$ cat config.mk
export PLATFORM = sky130hd
export DESIGN_NAME = sync_fifo_param
export DESIGN_NICKNAME = d
export VERILOG_FILES = /design/src/rtl/sync_fifo_param.sv
export SDC_FILE = /design/constraint.sdc
export NUM_CORES = 1
export LEC_CHECK = 0
export BUFFER_PORTS_ARGS = -buffer_cell sky130_fd_sc_hd__buf_2
export CAP_MARGIN = 40
export CORE_ASPECT_RATIO = 0.9
export CORE_MARGIN = 4
export CORE_UTILIZATION = 59
export CTS_CLUSTER_SIZE = 12
export DETAILED_ROUTE_END_ITERATION = 6
export GPL_TIMING_DRIVEN = 0
export PLACE_DENSITY = 0.88
export REMOVE_ABC_BUFFERS = 1
export SLEW_MARGIN = 10
export SYNTH_ARGS = -nofsm -noshare
export SYNTH_HDL_FRONTEND = slang
export SYNTH_SLANG_ARGS = --single-unit
$ cat constraint.sdc
create_clock -name clk -period 3.6 [get_ports clk]
set_clock_uncertainty 0.15 [all_clocks]
set_input_delay 0.36 -clock clk [delete_from_list [all_inputs] [get_ports clk]]
set_output_delay 0.36 -clock clk [all_outputs]
set_load 0.05 [all_outputs]
$ cat src/rtl/sync_fifo_param.sv
// sync_fifo_param: single-clock parametrised FIFO between the SPI slave and the RAM/host side.
// Any depth >= 2 is supported. The write and read pointers wrap explicitly at FIFO_DEPTH-1.
// The almost-full and almost-empty thresholds are programmable, and the occupancy count is an output.
// The read mode is either standard (registered) or first-word-fall-through.
// Optional feature macro: SYNC_FIFO_HWM_EN adds a high-water-mark output (hwm) and its clear input (hwm_clr).
module sync_fifo_param #(
    parameter int FIFO_WIDTH = 16,
    parameter int FIFO_DEPTH = 8,
    parameter int AF_THR     = FIFO_DEPTH - 1,
    parameter int AE_THR     = 1,
    parameter int FWFT       = 0
) (
    input  logic                              clk,
    input  logic                              rst,
    input  logic [FIFO_WIDTH-1:0]             data_in,
    input  logic                              wr_en,
    input  logic                              rd_en,
    output logic [FIFO_WIDTH-1:0]             data_out,
    output logic                              valid,
    output logic                              wr_ack,
    output logic                              overflow,
    output logic                              underflow,
    output logic                              full,
    output logic                              empty,
    output logic                              almostfull,
    output logic                              almostempty,
    output logic [$clog2(FIFO_DEPTH+1)-1:0]   count
`ifdef SYNC_FIFO_HWM_EN
    ,
    input  logic                              hwm_clr,
    output logic [$clog2(FIFO_DEPTH+1)-1:0]   hwm
`endif
);

    localparam int CW = $clog2(FIFO_DEPTH + 1);
    localparam int PW = (FIFO_DEPTH > 1) ? $clog2(FIFO_DEPTH) : 1;
    localparam logic [PW-1:0] PTR_LAST = PW'(FIFO_DEPTH - 1);
    localparam logic [CW-1:0] CNT_FULL = CW'(FIFO_DEPTH);
    localparam logic [CW-1:0] AF_C     = CW'(AF_THR);
    localparam logic [CW-1:0] AE_C     = CW'(AE_THR);

    // Pointer increment that wraps at the last storage slot, so non-power-of-two depths work.
    function automatic logic [PW-1:0] ptr_inc(input logic [PW-1:0] p);
        if (p == PTR_LAST) begin
            return {PW{1'b0}};
        end else begin
            return p + PW'(1'b1);
        end
    endfunction

    logic [FIFO_WIDTH-1:0] mem_q [FIFO_DEPTH];
    logic [PW-1:0]         wr_ptr_q, wr_ptr_d;
    logic [PW-1:0]         rd_ptr_q, rd_ptr_d;
    logic [CW-1:0]         count_q,  count_d;
    logic                  wr_ack_q, overflow_q, underflow_q;
    logic                  full_s, empty_s, rd_acc_s, wr_acc_s;

    assign full_s   = (count_q == CNT_FULL);
    assign empty_s  = (count_q == {CW{1'b0}});
    assign rd_acc_s = rd_en & ~empty_s;
    // In FWFT mode, a pop frees a slot in the same cycle, so a write to a full FIFO can still be taken.
    assign wr_acc_s = wr_en & (~full_s | ((FWFT != 0) & rd_acc_s));

    // Next-state computation for the pointers and the occupancy count.
    always_comb begin
        wr_ptr_d = wr_ptr_q;
        rd_ptr_d = rd_ptr_q;
        count_d  = count_q;
        if (wr_acc_s) begin
            wr_ptr_d = ptr_inc(wr_ptr_q);
        end else begin
            wr_ptr_d = wr_ptr_q;
        end
        if (rd_acc_s) begin
            rd_ptr_d = ptr_inc(rd_ptr_q);
        end else begin
            rd_ptr_d = rd_ptr_q;
        end
        case ({wr_acc_s, rd_acc_s})
            2'b10:   count_d = count_q + CW'(1'b1);
            2'b01:   count_d = count_q - CW'(1'b1);
            default: count_d = count_q;
        endcase
    end

    // Control state and the one-cycle status pulses.
    always_ff @(posedge clk) begin
        if (rst) begin
            wr_ptr_q    <= {PW{1'b0}};
            rd_ptr_q    <= {PW{1'b0}};
            count_q     <= {CW{1'b0}};
            wr_ack_q    <= 1'b0;
            overflow_q  <= 1'b0;
            underflow_q <= 1'b0;
        end else begin
            wr_ptr_q    <= wr_ptr_d;
            rd_ptr_q    <= rd_ptr_d;
            count_q     <= count_d;
            wr_ack_q    <= wr_acc_s;
            overflow_q  <= wr_en & ~wr_acc_s;
            underflow_q <= rd_en & empty_s;
        end
    end

    // Storage write. The contents need no reset because the pointers define what is valid.
    always_ff @(posedge clk) begin
        if (wr_acc_s && !rst) begin
            mem_q[wr_ptr_q] <= data_in;
        end
    end

    assign wr_ack      = wr_ack_q;
    assign overflow    = overflow_q;
    assign underflow   = underflow_q;
    assign full        = full_s;
    assign empty       = empty_s;
    assign almostfull  = (count_q >= AF_C) && !full_s;
    assign almostempty = !empty_s && (count_q <= AE_C);
    assign count       = count_q;

    generate
        if (FWFT != 0) begin : g_fwft
            // The head word is presented directly and is forced to zero while the FIFO is empty.
            assign data_out = empty_s ? {FIFO_WIDTH{1'b0}} : mem_q[rd_ptr_q];
            assign valid    = ~empty_s;
        end else begin : g_std
            logic [FIFO_WIDTH-1:0] dout_q;
            logic                  valid_q;
            // Registered read: capture the head word on each accepted read; otherwise hold the last value.
            always_ff @(posedge clk) begin
                if (rst) begin
                    dout_q  <= {FIFO_WIDTH{1'b0}};
                    valid_q <= 1'b0;
                end else begin
                    if (rd_acc_s) begin
                        dout_q <= mem_q[rd_ptr_q];
                    end
                    valid_q <= rd_acc_s;
                end
            end
            assign data_out = dout_q;
            assign valid    = valid_q;
        end
    endgenerate

`ifdef SYNC_FIFO_HWM_EN
    logic [CW-1:0] hwm_q;
    // High-water mark: track the peak registered count. hwm_clr rebases it to the present occupancy.
    always_ff @(posedge clk) begin
        if (rst) begin
            hwm_q <= {CW{1'b0}};
        end else if (hwm_clr) begin
            hwm_q <= count_q;
        end else if (count_q > hwm_q) begin
            hwm_q <= count_q;
        end
    end
    assign hwm = hwm_q;
`endif

endmodule

# Word level (Yosys, flattened, before mapping)
# Memories as Yosys holds them, arrays and structs flattened. A register that Yosys moved wholly into a read port is not among the register bits.
# Cells that the tools add are included.
# word_totals
ramBits	128
n_memories	1
input_bits	20
regBits	14
out_inout_bits	28
# mem_list
name	depth	word_bits	read_ports	rd_ports_with_merged_regs	wr	line	rtl
mem_q	8	16	1	1	1	51	logic [FIFO_WIDTH-1:0] mem_q [FIFO_DEPTH];
# op_classes
n_reduce_logical	8
n_lt_le_gt_ge	2
n_eq_ne	5
n_mux	5
n_addsub	4
bitwise_logic	7
# op_table
operator	n
$pmux W4 S2	1
$add A3 B1 Y3 const B	2
$eq A3 B3 Y1 const B	2
$mux W3	2
$add A4 B1 Y4 const B	1
$and A1 B1 Y1	4
$eq A4 B4 Y1 const B	1
$ge A4 B3 Y1 const B	1
$le A4 B1 Y1 const B	1
$logic_not A4 Y1	1
$sub A4 B1 Y4 const B	1
$logic_and A1 B1 Y1	3
$logic_not A1 Y1	3
$not A1 Y1	3
$eq A2 B1 Y1 const B	1
$eq A2 B2 Y1 const B	1
$mux W1	2
$reduce_bool A2 Y1	1

# Logic depth before layout (Yosys ltp)
# Gate-level depths: netlist of the first run.
# logic_depth
depth_word	6
ltp_mapped	10
ltp_nobuf	10

# Least setup slack after synthesis of the first run
# OpenSTA, ideal clock, no wires.
# synth_timing
kind	register to register
from	register count_q[1], in the netlist count[1]
to	memory mem_q[1][0] (enable)
arrival_ns	2.781
path_buffers	0
stages_incl_launch_ff	8
t_required_ns	3.041
setup_slack_ns	0.260
setup_ns	0.409
period_less_slack_ns	3.340
cell_sequence	dfxtp_1 inv_1 ha_1 nand3b_1 inv_2 nor2_1 nand2_1 nor3_1
# synth_between
elab_chain_len	6
# synth_lines
element	line	rtl
start, declared	54	logic [CW-1:0] count_q, count_d;
start signal, assigned	91	count_q <= {CW{1'b0}};
start signal, assigned	98	count_q <= count_d;
$eq A4 B4 Y1	58	assign full_s = (count_q == CNT_FULL);
named net full	23	output logic full,
$not A1 Y1	62	assign wr_acc_s = wr_en & (~full_s | ((FWFT != 0) & rd_acc_s));
$and A1 B1 Y1	62	
$logic_and A1 B1 Y1	107	if (wr_acc_s && !rst) begin
$mux W1	107	
$mux W1 (not written as such)	108	mem_q[wr_ptr_q] <= data_in;
end, declared	51	
# The timed path passes the listed nets, and every way through them passes these cells.

# Worst setup path in the final report of the first run
# layout_timing
from	register count_q[0], in the netlist count[0]
to	memory mem_q[2][11] (enable)
# layout_between
elab_chain_len	6
# layout_lines
element	line
$eq A4 B4 Y1	58
$not A1 Y1	62
$and A1 B1 Y1	62
$logic_and A1 B1 Y1	107
$mux W1	107
$mux W1 (not written as such)	108
# No other way between the ends.

==> metrics.md, run 1 <==
| Metric | Value |
|---|---|
| Number of buffers inserted during clock tree synthesis | `17` |
| Peak ir drop on the vdd network | `0.000439 V` |
| Wire length of the first global-routing pass | `19.7 mm` |
| Unique masters post-synth | `38` |
| Root buffer selected by CTS | `clkbuf_16` |
| Total wire length after detailed routing | `roughly 13 mm` |
| Pin count of the biggest net entering global routing | `44` |
| Sequential cell area fraction in the yosys report | `between 70 and 80%` |
| Drt initial violations | `329` |
| Skew-Pair Late Insertion Delay | `between 0.4 and 0.5 ns` |
| Result of the run | `completed` |
| Setup-violating endpoint count in the final report | `0` |
| Width of the chip | `116 um` |
| H-tree levels | `4` |
| Transition at the pin with the smallest max-transition slack | `slightly below 0.7 ns` |
| Type of destination of the critical path | `register` |
| Synthesized flop and latch total | `between 150 and 200` |
| Post-CTS Repair Setup Buffers | `0` |
| # fillers | `609` |
| Worst-path maximum fanout | `10` |
| Total iterations of the first detailed-routing run | `4` |
| Synth Instances | `~380` |
| Via total after detailed routing | `between 3000 and 4000` |
| Clock slew at the register clock pins of the worst setup and hold paths | `0.06 ns` |
| Hold Fails Final Rpt | `0` |
| Class of the worst hold path | `input pin to register` |
| Portion of total power attributed to combinational logic | `between 20% and 30%` |
| Count of max-cap constraint violations | `0` |
| Reg power frac | `between 40 and 50%` |
| Worst setup SP type | `register` |
| Routed length per instance | `21.6 um` |
| Synth Cell Area | `0.00617 sq mm` |
| Switching component of the power | `approximately 1600 uW` |
| Hold buffer count at CTS | `0` |
| Diode insertion count for antenna repair | `0` |
| Post-route fraction of the period consumed by the critical path | `about three quarters` |
| Pwr per Cell Area | `690 mW/mm^2` |
| CP Data Required Time | `3.57 ns` |
| Total Nets Final | `about 470` |
| Number of antenna violations at the first check in global routing | `1` |
| Clock network fraction of design power | `between 30% and 40%` |
| Placer congestion estimate | `0.711` |
| Number of enable flip-flop cells after synthesis | `approximately 130` |
| Main synth FF type | `edfxtp_1` |
| Worst slack on hold paths | `roughly 0.057 ns` |
| Fmax | `0.367 GHz` |
| Via count of the first global-routing pass | `3766` |
| Largest buffer count on any clock path | `2` |
| Final HPWL from detailed placement | `between 7 and 8 mm` |
| Core box area | `between 0.01 and 0.015 sq mm` |
| Slew Viols, Final | `0` |
| IO Port Bufs | `47` |
| Number of placement rows | `35` |
| Avg Cell Area, Syn | `roughly 16 sq um` |
| Overall fraction of global-route tracks in use | `approximately 22%` |
| Share of post-route cells with drive strength above 1 | `24.6%` |
| Clock tree from TritonCTS | `yes` |
| Crit Path Class | `register to register` |
| Tightest slew margin relative to the limit | `a little over half` |
| Count of pins on the block boundary | `48` |
| Unrepaired setup endpoints after global routing | `false` |
| Final period demand of the worst path | `about 2.7 ns` |
| Asr flop ratio synth | `0%` |
| Area growth from synthesis to layout | `17.6%` |
| Setup total negative slack | `0 ns` |
| GRT overflow | `0` |
| Clock sinks | `between 150 and 200` |
| Per-cell via count in the routed design | `6.09` |
| Sw Share | `31.4%` |
| Lkg Pwr | `around 0.0025 uW` |
| Resize count post-CTS | `0` |
| Yosys synthesis warning count | `0` |
| Total internal power | `~3400 uW` |
| Starting density of the core | `approximately three fifths` |
| Share of the core filled with cells | `between 70 and 80%` |
| Detail Route Antenna Nets | `0` |
| Die Outline Area | `between 0.01 and 0.015 sq mm` |
| Post-route DRC violation count | `0` |
| Overall die height | `105 um` |
| CP Data Arrival Time | `2.70 ns` |
[path summary, 6_finish.rpt]
kind | depth (start not counted) | slack [ns] | end | from
worst max-delay path | 7 | 0.87 | mem_q[2][11] | count[0]
worst min-delay path | 1 | 0.06 | mem_q[1][13] | data_in[13]
worst max register to register | 7 | 0.87 | mem_q[2][11] | count[0]
worst min register to register | 1 | 0.31 | data_out[15] | data_out[15]
[synthesized netlist by cell type, types with 2 or more instances]
cell      number  share of area (%)
inv_1          3               0.18
nand3_1        2               0.16
nor2_1        12               0.73
nand3b_1       2               0.24
dfxtp_1       30                9.7
nand2_1       10               0.61
nand2b_1       4               0.41
a211oi_1      17                2.1
a31oi_1       15                1.5
buf_4          4               0.49
mux2i_1       49                8.0
a21oi_1       12               0.97
or3_1          4               0.41
clkbuf_1       5               0.30
inv_2          2               0.12
edfxtp_1     128                 62
buf_6          4               0.73
a32o_1        16                2.6
ha_1           8                1.6
buf_2          8               0.65
nor2b_1       17                1.7
xor2_1         2               0.28
a22oi_1       15                1.8
[cell type report]
class / instances / area [sq um] / area share, %
flip-flops and latches: 158 / 4450 / 61.3
clock buffers: 18 / 439 / 6.06
clock inverters: 14 / 135 / 1.86
inverters: 6 / 25.0 / 0.345
well taps: 129 / 161 / 2.23
repair buffers: 61 / 452 / 6.23
multi-input cells: 199 / 1590 / 21.9
[kinds of logic (layout without fill, tap and decap cells)]
group                      after synthesis  after routing  synth area share [%]
AOI/OAI and AO/OA                       76             76                  9.07
xor gates and xnor gates                 3              3                 0.426
adders and majority gates                8              8                  1.62
buffers and inverters                   27             99                  2.58
DFF                                    158            158                  72.1
muxes                                   49             49                  7.95
and+or+nand+nor                         63             63                  6.27
[registers in the layout (all words and copies together) (netlist names)]
name and flops:
count 4, overflow 1, underflow 1, rd_ptr_q 3
wr_ack 1, wr_ptr_q 3, data_out 16, valid 1
mem_q 128
[per-layer routing]
layer	wire length, um	track usage [%]	vias to the layer above
met4	206	10.1	0
met2	6670	37.0	143
li1	-	-	1633
met3	1000	6.66	21
met1	4720	26.6	1767
met5	0	0	-
[cell usage in the layout, fill, tap and decap left out, drive strengths merged, types with 2 or more instances in the layout]
cell type  count
a22oi         15
clkinvlp       7
nor2b         17
nand3b         2
a32o          16
a21oi         12
nand3          2
nand2         11
a211oi        17
a31oi         15
dfxtp         30
clkbuf        18
mux2i         49
nor3           2
or3            4
ha             8
inv           11
nand2b         5
edfxtp       128
buf           61
nor2          15
xor2           2
[power by group through the flow]
| stage | Clock, uW | Combinational (uW) | Sequential [uW] |
|---|---|---|---|
| floorplan | 0 | 528 | 2520 |
| global placement | 0 | 975 | 2320 |
| detailed placement | 0 | 1070 | 2260 |
| CTS | 1730 | 1080 | 2220 |
| global route | 1820 | 1140 | 2240 |
| finish | 1710 | 1070 | 2220 |
[critical path, stage by stage, from the launching register on]
cell and delay, ns:
dfxtp_1 0.45, inv_1 0.07, ha_1 0.26, nand3b_1 0.21, inv_2 0.07, or3_1 0.47
nor2_2 0.52, buf_8 0.23
[through the flow]
stage | std cells | total power, uW | instance area (sq um) | setup WS, ns
after global placement | 539 | 3290 | 6430 | -0.508
final | 585 | 5010 | 7250 | 0.872
after detailed placement | 553 | 3330 | 6680 | 0.876
after global routing | 585 | 5190 | 7250 | 0.693
after CTS | 585 | 5030 | 7250 | 0.861
after floorplan | 363 | 3050 | 6030 | 0.223
No activity file was read; power rests on OpenSTA's default activity.
==> run 2: changes to the inputs <==
CORE_UTILIZATION = 53   (was 59)
PLACE_DENSITY = 0.84   (was 0.88)
clock period = 2.5 ns   (was 3.6 ns; I/O delays follow)
==> metrics.md, run 2 (synthesis results as in run 1) <==
| Metric | Value |
|---|---|
| Total Nets Final | `about 490` |
| Pin count of the biggest net entering global routing | `between 40 and 50` |
| Final period demand of the worst path | `approximately 2.4 ns` |
| # fillers | `781` |
| Leading cell types in the layout, fill and taps excluded | `128 x edfxtp_1, 49 x mux2i_1, 47 x buf_2` |
| Root buffer selected by CTS | `clkbuf_16` |
| Starting density of the core | `between 50% and 60%` |
| Type of destination of the critical path | `register` |
| Wire length of the first global-routing pass | `between 20 and 25 mm` |
| H-tree levels | `4` |
| Final HPWL from detailed placement | `just under 8 mm` |
| Die Outline Area | `between 0.01 and 0.015 sq mm` |
| Routed length per instance | `20.6 um` |
| Skew-Pair Late Insertion Delay | `between 0.4 and 0.5 ns` |
| Worst slack on hold paths | `roughly 0.028 ns` |
| Via count of the first global-routing pass | `around 3700` |
| Peak ir drop on the vdd network | `roughly 0.00052 V` |
| Largest buffer count on any clock path | `2` |
| Layout Cells excl Fill | `~630` |
| Worst-case setup slack after placement | `-0.388 ns` |
| Finished Cell Area | `between 0.007 and 0.008 sq mm` |
| Number of placement rows | `37` |
| Number of flip-flops in the largest register | `128` |
| Total iterations of the first detailed-routing run | `5` |
| Number of buffers inserted during clock tree synthesis | `17` |
| Setup slack of the critical path after layout | `around 0.07 ns` |
| Total chip power | `7390 uW` |
| Clock slew at the register clock pins of the worst setup and hold paths | `approximately 0.06 ns` |
| Post-route fraction of the period consumed by the critical path | `a little over nine tenths` |
| Drt initial violations | `roughly 340` |
| Slew Viols, Final | `0` |
| Met2 routing resource usage after global routing | `34.0%` |
| Crit Path Class | `register to register` |
| Class of the worst hold path | `input pin to register` |
| Worst-path maximum fanout | `13` |
| Tightest slew margin relative to the limit | `between 50% and 60%` |
| Via total after detailed routing | `between 3000 and 4000` |
| Placer congestion estimate | `0.682` |
| Most flop-heavy register | `mem_q` |
| Area after detailed placement | `between 0.006 and 0.007 sq mm` |
| IO Port Bufs | `47` |
| Transition at the pin with the smallest max-transition slack | `about 0.63 ns` |
| Count of pins on the block boundary | `48` |
| Clock tree from TritonCTS | `yes` |
| CP Data Required Time | `~2.5 ns` |
| Result of the run | `completed` |
| Global-route layer with the greatest usage | `met2` |
| Lkg Pwr | `~0.0026 uW` |
| Detail Route Antenna Nets | `0` |
| Core box area | `approximately 0.011 sq mm` |
| Overall fraction of global-route tracks in use | `about a fifth` |
| Pwr per Cell Area | `~1000 mW/mm^2` |
| Fmax | `0.412 GHz` |
| Number of antenna violations at the first check in global routing | `0` |
| Cell depth of the worst min-delay path | `3` |
| Setup-violating endpoint count in the final report | `0` |
| Diode insertion count for antenna repair | `0` |
| Total wire length after detailed routing | `around 13 mm` |
| Post-route DRC violation count | `0` |
| Share of post-route cells with drive strength above 1 | `between 20% and 30%` |
| Clock sinks | `between 150 and 200` |
| GRT overflow | `0` |
| Overall die height | `110 um` |
| Per-cell via count in the routed design | `roughly 6` |
| Width of the chip | `122 um` |
| Count of max-cap constraint violations | `0` |
| Dpl cells | `roughly 580` |
| Unrepaired setup endpoints after global routing | `true` |
| Depth of the most critical reg-to-reg path | `8` |
| Worst setup SP type | `register` |
| CP Data Arrival Time | `around 2.4 ns` |
| Met3 track demand over resource | `roughly 4.4%` |
| Area growth from synthesis to layout | `22.7%` |
| Met1 usage | `between 20% and 30%` |
| Hold Fails Final Rpt | `0` |
| Most common cell after layout, fill and taps aside | `edfxtp_1` |
-- run 2: changes by cell type in the layout (fill, tap and decap cells not counted), sizes merged --
cell | before | now
bufinv | 1 | 2
clkinv | 1 | 5
clkinvlp | 7 | 2
dlygate4sd3 | 0 | 17
buf | 61 | 64
-- run 2: worst paths after layout --
| kind | start | end | slack (ns) |
|---|---|---|---|
| setup / recovery | count[1] | mem_q[7][5] | 0.07 |
| hold / removal | rd_en | underflow | 0.03 |
| setup reg to reg | count[1] | mem_q[7][5] | 0.07 |
| hold reg to reg | data_out[5] | data_out[5] | 0.31 |
-- run 2: power by group --
part	switching (uW)	internal, uW
logic	1020	577
registers	208	3000
clock network	1060	1510
total	2290	5090
-- run 2: layer usage --
metal / vias to the layer above / wire length (um) / share of wire [%]
met1: 1841 / 5400 / 41
met4: 0 / 295 / 2.3
met3: 33 / 796 / 6.1
met2: 138 / 6560 / 50
met5: - / 0 / 0
li1: 1672 / - / -
-- run 2: cell type report --
type | instances | area [sq um] | share of cell area [%]
flip-flops and latches | 158 | 4450 | 58.8
inverters | 6 | 25.0 | 0.331
clock inverters | 14 | 156 | 2.07
clock buffers | 18 | 439 | 5.80
multi-input cells | 199 | 1640 | 21.7
repair buffers | 81 | 658 | 8.70
well taps | 156 | 195 | 2.58
-- run 2: timing repair --
| action | CTS | global route |
|---|---|---|
| hold buffers | 17 | 0 |
| pin swaps | 1 | 1 |
| setup buffers | 3 | 1 |
| gates resized for setup | 5 | 8 |
| hold endpoints to repair | 132 | 0 |
| setup endpoints to repair | 83 | 80 |
-- run 2: worst max-delay path, stage by stage, from the launching register on --
cell and delay [ns]:
dfxtp_2 0.36, inv_1 0.08, ha_1 0.24, nand3b_1 0.23
inv_2 0.08, nor2_1 0.15, nand2_1 0.22, nor2_2 0.38
buf_8 0.23
-- run 2: per-stage QoR --
step	utilization [%]	setup TNS, ns
3_5_place_dp	58.8	-11.32
4_1_cts	66.1	-0.582
5_1_grt	66.5	-1.38
2_1_floorplan	-	-85.88
3_3_place_gp	56.7	-135.78
6_report	66.5	0
